`config.mk`:
```
export PLATFORM = sky130hd
export DESIGN_NAME = pc_sequencer
export DESIGN_NICKNAME = d
export VERILOG_FILES = /design/src/rtl/pc_seq_pkg.sv /design/src/rtl/pc_next_mux.sv /design/src/rtl/pc_sequencer.sv
export SDC_FILE = /design/constraint.sdc
export NUM_CORES = 1
export LEC_CHECK = 0
export ABC_CLOCK_PERIOD_IN_PS = 4250
export CORE_AREA = 4 4 62 92
export DETAILED_ROUTE_END_ITERATION = 8
export DIE_AREA = 0 0 66 96
export PLACE_DENSITY = 0.8
export SLEW_MARGIN = 40
export SYNTH_ARGS = -nofsm -noshare
export SYNTH_HDL_FRONTEND = slang
export SYNTH_SLANG_ARGS = --single-unit
```
`constraint.sdc`:
```
create_clock -name clk -period 4.25 [get_ports clk]
set_input_delay 1.0625 -clock clk [delete_from_list [all_inputs] [get_ports clk]]
set_output_delay 1.0625 -clock clk [all_outputs]
set_load 0.01 [all_outputs]
```
`src/rtl/pc_seq_pkg.sv`:
```
// Shared definitions for the program-counter sequencer: FSM states,
// fault codes and default widths.
package pc_seq_pkg;

   localparam int unsigned PC_W_DEF        = 12;
   localparam int unsigned STACK_DEPTH_DEF = 8;

   typedef enum logic [1:0] {
      BOOT  = 2'b00,
      RUN   = 2'b01,
      FAULT = 2'b10
   } state_t;

   typedef enum logic [1:0] {
      FC_NONE = 2'b00,
      FC_OVF  = 2'b01,
      FC_UNF  = 2'b10,
      FC_ILL  = 2'b11
   } fault_code_t;

endpackage

```
`src/rtl/pc_next_mux.sv`:
```
// Combinational next-PC selection: sequential, jump/call target,
// return address from the stack, or taken relative branch.
module pc_next_mux
   import pc_seq_pkg::*;
#(
   parameter int unsigned PC_W = PC_W_DEF
) (
   input  logic [PC_W-1:0] pc,
   input  logic [PC_W-1:0] target,
   input  logic [PC_W-1:0] branch_offset,
   input  logic [PC_W-1:0] stack_pop_data,
   input  logic            is_jump,
   input  logic            is_call,
   input  logic            is_ret,
   input  logic            is_branch,
   input  logic            branch_taken,
   output logic [PC_W-1:0] pc_plus1,
   output logic [PC_W-1:0] next_pc
);

   // Priority select; the offset is already PC_W wide, so sign extension
   // is implicit and the sum wraps modulo 2^PC_W.
   always_comb begin
      pc_plus1 = pc + PC_W'(1);
      next_pc  = pc_plus1;
      if (is_jump || is_call) begin
         next_pc = target;
      end else if (is_ret) begin
         next_pc = stack_pop_data;
      end else if (is_branch && branch_taken) begin
         next_pc = pc_plus1 + branch_offset;
      end
   end

endmodule

```
`src/rtl/pc_sequencer.sv`:
```
// Program-counter sequencer in front of the return-address stack.
// Tracks call depth so the stack is never pushed full or popped empty.
// Optional macro TRAP_VECTOR_EN: overflow/underflow redirect to TRAP_ADDR
// with a one-cycle fault pulse instead of halting.
module pc_sequencer
   import pc_seq_pkg::*;
#(
   parameter int unsigned     PC_W        = PC_W_DEF,
   parameter int unsigned     STACK_DEPTH = STACK_DEPTH_DEF,
   parameter logic [PC_W-1:0] RESET_ADDR  = 12'h000,
   parameter logic [PC_W-1:0] TRAP_ADDR   = 12'hFF0
) (
   input  logic            clk,
   input  logic            rst,
   input  logic            stall,
   input  logic            is_jump,
   input  logic            is_call,
   input  logic            is_ret,
   input  logic            is_branch,
   input  logic            branch_taken,
   input  logic [PC_W-1:0] target,
   input  logic [PC_W-1:0] branch_offset,
   input  logic [PC_W-1:0] stack_pop_data,
   input  logic            stack_overflow,
   output logic [PC_W-1:0] pc,
   output logic            fetch_valid,
   output logic            stack_push,
   output logic            stack_pop,
   output logic [PC_W-1:0] stack_push_data,
   output logic [3:0]      depth,
   output logic            fault,
   output logic [1:0]      fault_code
);

   localparam logic [3:0] DEPTH_MAX = 4'(STACK_DEPTH);

   state_t          state;
   fault_code_t     fault_code_q;
   logic [PC_W-1:0] next_pc;
   logic [PC_W-1:0] pc_plus1;
   logic            active;
   logic            err_ill;
   logic            err_ovf;
   logic            err_unf;
   logic            err_flag;
   logic            any_err;
   fault_code_t     err_code;

   pc_next_mux #(
      .PC_W(PC_W)
   ) u_next (
      .pc             (pc),
      .target         (target),
      .branch_offset  (branch_offset),
      .stack_pop_data (stack_pop_data),
      .is_jump        (is_jump),
      .is_call        (is_call),
      .is_ret         (is_ret),
      .is_branch      (is_branch),
      .branch_taken   (branch_taken),
      .pc_plus1       (pc_plus1),
      .next_pc        (next_pc)
   );

   // Error detection and stack strobes; any error suppresses both strobes.
   always_comb begin
      active   = (state == RUN) && !stall;
      err_ill  = ($countones({is_jump, is_call, is_ret, is_branch}) > 1);
      err_ovf  = is_call && (depth == DEPTH_MAX);
      err_unf  = is_ret && (depth == 4'd0);
      err_flag = stack_overflow;
      any_err  = err_ill || err_ovf || err_unf || err_flag;
      if (err_ill) begin
         err_code = FC_ILL;
      end else if (err_ovf) begin
         err_code = FC_OVF;
      end else if (err_unf) begin
         err_code = FC_UNF;
      end else if (err_flag) begin
         err_code = FC_OVF;
      end else begin
         err_code = FC_NONE;
      end
      stack_push      = active && !any_err && is_call;
      stack_pop       = active && !any_err && is_ret;
      stack_push_data = pc_plus1;
   end

   assign fault_code = fault_code_q;

   // Sequencer FSM with PC, depth and registered status outputs.
   always_ff @(posedge clk or posedge rst) begin
      if (rst) begin
         state        <= BOOT;
         pc           <= RESET_ADDR;
         depth        <= '0;
         fetch_valid  <= 1'b0;
         fault        <= 1'b0;
         fault_code_q <= FC_NONE;
      end else begin
         case (state)
            BOOT: begin
               if (!stall) begin
                  state       <= RUN;
                  fetch_valid <= 1'b1;
               end
            end
            RUN: begin
               fault <= 1'b0;
               if (!stall) begin
                  if (any_err) begin
                     fault        <= 1'b1;
                     fault_code_q <= err_code;
`ifdef TRAP_VECTOR_EN
                     if (err_ill) begin
                        state       <= FAULT;
                        fetch_valid <= 1'b0;
                     end else begin
                        pc <= TRAP_ADDR;
                     end
`else
                     state       <= FAULT;
                     fetch_valid <= 1'b0;
`endif
                  end else begin
                     pc <= next_pc;
                     if (is_call) begin
                        depth <= depth + 4'd1;
                     end else if (is_ret) begin
                        depth <= depth - 4'd1;
                     end
                  end
               end
            end
            FAULT: begin
               fetch_valid <= 1'b0;
            end
            default: begin
               state       <= FAULT;
               fetch_valid <= 1'b0;
            end
         endcase
      end
   end

endmodule
```
=== After elaboration in Yosys (flattened, before gate mapping) ===
Cells that the tools add are included.

* Add/subtract/negate cells: 7
* Order comparisons: 1
* Eq/ne operators: 6
* Multiplexer cells: 19
* Bitwise logic cells: 3
* Reductions and logical operators: 21

{| class="wikitable"
|+ Operators with widths
! cell !! number
|-
| 12-bit two-way mux || 3
|-
| 12-bit by 1-bit adder with 12-bit output, second input constant || 1
|-
| 12-bit adder || 1
|-
| 2-bit two-way mux || 6
|-
| 3-bit AND reduction || 3
|-
| 4-bit two-way mux || 2
|-
| 4-bit AND reduction || 2
|-
| 1-bit logical AND || 7
|-
| 1-bit two-way mux || 6
|-
| 2-bit inequality test, second input constant || 3
|-
| 2-bit case mux with 3 select lines || 1
|-
| 1-bit by 1-bit adder with 2-bit output || 2
|-
| 4-bit by 1-bit adder with 4-bit output, second input constant || 1
|-
| 4-bit equality test, second input constant || 1
|-
| 4-bit zero test || 1
|-
| 1-bit logical OR || 4
|-
| 4-bit by 1-bit subtractor with 4-bit output, second input constant || 1
|-
| 2-bit by 2-bit adder with 3-bit output || 1
|-
| 3-bit by 1-bit greater-than comparator with 1-bit output, second input constant || 1
|-
| 1-bit inverter || 3
|-
| 2-bit by 1-bit equality test with 1-bit output, second input constant || 1
|-
| 2-bit equality test, second input constant || 1
|-
| 1-bit zero test || 2
|-
| 2-bit zero test || 1
|-
| 2 further kinds || 2
|}

* Flip-flop bits (word level): 22
* Bits of input ports: 45
* Output and inout bits: 34

=== Depth between registers and ports, before layout ===
* Depth in word-level cells: 9
* Mapped depth: 11

=== Cells and area by module ===
From an unflattened synthesis, not the netlist that was laid out.

* Cells, all modules: 250
* Area total of the unflattened synthesis: 2253.4 µm²

{| class="wikitable"
|+ By module, submodules not included
! module !! instances !! cells each !! area each (µm²)
|-
| pc_next_mux || 1 || 165 || 1132.3
|-
| pc_sequencer || 1 || 85 || 1121.1
|}

=== Least setup slack after synthesis ===
No wires, ideal clock.

* Kind: in2out
* From: in is_call
* To: out stack_pop
* Arrival: 2.700 ns
* Slack: 0.488 ns
* Stages on the path: 8
* Buffers on the path: 2
* Cell sequence: inv_1 -> fa_1 -> nand2b_1 -> o311ai_4 -> nor4b_4 -> buf_6 -> buf_6 -> and2_1

* Longest elaborated chain between the ends: 9
* Elaborated cells between the ends (all ways): 10
* Classes of those cells: add/sub (2); order compare (1); reduce/logical (7)

{| class="wikitable"
|+ Ends and longest elaborated chain
! item !! RTL line !! source
|-
| start: declaration || pc_sequencer.sv:17 || <nowiki>input logic is_call,</nowiki>
|-
| 1-bit by 1-bit adder with 2-bit output (not written as such) || pc_sequencer.sv:68 || <nowiki>err_ill = ($countones({is_jump, is_call, is_ret, is_branch}) > 1);</nowiki>
|-
| 2-bit by 2-bit adder with 3-bit output (not written as such) || pc_sequencer.sv:68 ||
|-
| 3-bit by 1-bit greater-than comparator with 1-bit output || pc_sequencer.sv:68 ||
|-
| 1-bit logical OR * (3 in series) || pc_sequencer.sv:72 || <nowiki>any_err = err_ill || err_ovf || err_unf || err_flag;</nowiki>
|-
| 1-bit zero test * || pc_sequencer.sv:85 || <nowiki>stack_pop = active && !any_err && is_ret;</nowiki>
|-
| 1-bit logical AND * (2 in series) || pc_sequencer.sv:85 ||
|-
| end: declaration || pc_sequencer.sv:28 || <nowiki>output logic stack_pop,</nowiki>
|}

Mark *: on every way between the ends. The rest lies on a longest branch, timed or not.

=== Worst setup path in the final report ===
Same ends and word-level chain as after synthesis.

==> results.py <==
metrics = {
    "run_status": {
        "status": "finished clean",
    },
    "timing": {
        "setup_violations": 0,
        "max-slew-margin-rel_pct": 67.66,
        "fin_crit_sh_pct": 94.01,
        "fin_crit_ns": 3.995,
        "whs_ns": 0.4838,
        "fmax_mhz": 250.3,
        "hold_viol": 0,
        "skew_ns": 0.002583,
        "worstMarginPinSlew_ns": 0.4788,
        "slew_violations": 0,
        "rsz0062_at_grt": "false",
    },
    "setup_path": {
        "startpoint_type": "input port",
        "required_ns": 3.19,
        "end_kind": "output port",
        "crit_type": "input port to output port",
        "crit_arrival_ns": 2.93,
        "cp_max_fo": 3,
    },
    "place": {
        "placed_area_um2": 3012,
        "globalplace.congestion": 0.8196,
        "port_buffers": 78,
        "hpwl_mm": 5.374,
    },
    "global_route": {
        "grt.total_usage_pct": 20.84,
        "grt_max_degree": 23,
        "grt_pass1_vias": 2220,
        "antenna_found_initial": 0,
        "grt_pass1_wl_mm": 10.33,
        "grt_overflow": 0,
    },
    "synthesis": {
        "syn_area_um2": 2122,
        "yosysUniqueCellTypes": 50,
        "syn_inst": 247,
        "syn_nets": 313,
        "synth-edff-count": 0,
        "synth_area_leaders": "dfrtp_1 (26%), ha_1 (11%), xnor2_1 (7.0%)",
        "avgSynthCellArea_um2": 8.591,
        "ys_ff_latch": 22,
        "synth_top_area_share_pct": 25.94,
        "synth-main-ff-cell": "dfrtp_1",
        "async_flop_share_pct": 100.0,
        "ys.warnings.count": 0,
        "yosysSeqAreaShare_pct": 25.94,
        "netlist.top_cell.by_area": "dfrtp_1",
    },
    "layout": {
        "fin_util_pct": 63.38,
        "final_nets": 400,
        "fin_area_um2": 3073,
        "drive_gt1_share_pct": 11.14,
        "diodes": 0,
        "syn_to_final_growth_pct": 44.81,
        "final_common_cell": "clkdlybuf4s50_1",
        "layout_common_cells": "clkdlybuf4s50_1 (73), nand2_1 (26), nor2_1 (22), dfrtp_1 (22), a21oi_1 (21)",
    },
    "worst_hold_path": {
        "hold_class": "flip-flop to flip-flop",
    },
    "pwr": {
        "power_density_nw_per_um2": 288.7,
        "vdd.ir_drop.worst_mv": 0.1333,
        "p_leak_nw": 1.319,
    },
    "detailed_routing": {
        "drc": 0,
        "dr.pass1.iters": 4,
        "drt_iter0_drc": 93,
        "wl_mm": 6.549,
        "viasPerCell": 5.510,
        "final_antenna_net_count": 0,
        "wl_per_cell_um": 16.45,
        "vias": 2193,
    },
    "floorplanning": {
        "die_height_um": 96,
        "ioPinCount": 79,
        "core_um2": 4848,
        "rows": 31,
        "die_w_um": 66,
        "dieArea_um2": 6336,
        "initial_utilization_pct": 43.77,
    },
    "clocking": {
        "cts_buffer_depth": 2,
        "htreeDepth": 1,
        "insertion_delay_ns": 0.26,
        "cts_hold_buf": 0,
        "numCtsBuffers": 3,
        "clock-root-buffer": "clkbuf_8",
        "cts_num_sinks": 22,
        "cts_tree": "built",
        "clk_pin_slew_ns": 0.08,
    },
    "run": {
        "maxCapViolCount": 0,
    },
}
-- cell usage after synthesis, types with 3 or more instances --
library cell,number
nand2_1,26
dfrtp_1,22
nor2_1,22
a21oi_1,21
ha_1,18
xnor2_1,17
o21ai_0,15
inv_1,8
a31oi_1,7
a21o_1,5
nand3_1,5
nand4_1,5
a211oi_1,4
and2_1,4
and3_1,4
mux2_2,4
mux2i_1,4
nand2b_1,4
o21bai_1,4
buf_2,3
clkbuf_1,3
fa_1,3
o21ai_1,3
o22ai_1,3
-- critical path: stages --
cell           delay, ns
dlygate4sd2_1       0.24
inv_2               0.06
fa_1                0.52
nand2b_4            0.14
o311ai_4            0.13
nor4b_4             0.27
buf_4               0.16
buf_6               0.11
and2_1              0.11
buf_2               0.12
-- per-stage QoR --
| step | instances | power [mW] | setup slack (ns) | setup TNS, ns |
|---|---|---|---|---|
| 6_report | 398 | 0.8871 | 0.2547 | 0 |
| 5_1_grt | 398 | 0.9483 | 0.1651 | 0 |
| 4_1_cts | 398 | 0.8901 | 0.01917 | 0 |
| 3_5_place_dp | 393 | 0.7592 | -0.3567 | -0.7130 |
| 3_3_place_gp | 393 | 0.7437 | -0.3057 | -0.6009 |
| 2_1_floorplan | 247 | 0.5431 | 0.4879 | 0 |
-- final timing paths --
path	slack [ns]	to	from	depth (start not counted)
hold reg to reg	0.48	fetch_valid	state[1]	1
max in group asynchronous	2.78	pc[10]	rst	2
setup reg to reg	1.19	pc[11]	pc[2]	10
setup / recovery	0.25	stack_pop	is_call	10
hold / removal	0.48	fetch_valid	state[1]	1
min in group asynchronous	1.14	state[0]	rst	2
-- timing repair --
action / 4_1_cts / 5_1_grt
setup endpoints to repair: 2 / 2
buffers inserted: 2 / 0
pin swaps: 1 / 2
gates resized for setup: 9 / 6
-- logic make-up after synthesis --
kind of cell	after synthesis	synth area share, %
compound gates	80	25.71
simple gates	80	19.16
flops	22	25.94
fa+ha+maj	21	13.44
xor+xnor	19	7.842
buf+inv	17	3.891
mux	8	4.009
-- state kept, by name, summed over array words and instances (netlist names) --
register,count
depth,4
state,2
fault_code,2
fetch_valid,1
fault,1
pc,12
-- area by class of cell --
| type | count | area, um^2 |
|---|---|---|
| well taps | 66 | 82.58 |
| flip-flops and latches | 22 | 550.5 |
| clock buffers | 3 | 41.29 |
| inverters | 9 | 33.78 |
| fillers | 427 | 1775 |
| repair buffers | 90 | 868.3 |
| multi-input cells | 208 | 1496 |
-- metal layers --
layer	vias up	routed length, um	global-route usage [%]	share of wire (%)
li1	1080	-	-	-
met1	1044	2467	22.86	38
met2	61	3671	40.50	56
met3	8	293	1.519	4.5
met4	0	116	8.305	1.8
met5	-	0	0	0
-- where the power goes --
group | internal (mW) | leakage [nW] | switching (mW)
logic | 0.253 | 1.01 | 0.222
clock network | 0.0632 | 0.0216 | 0.0653
registers | 0.245 | 0.290 | 0.0390
total | 0.561 | 1.32 | 0.326
(Power assumes the default switching activity.)
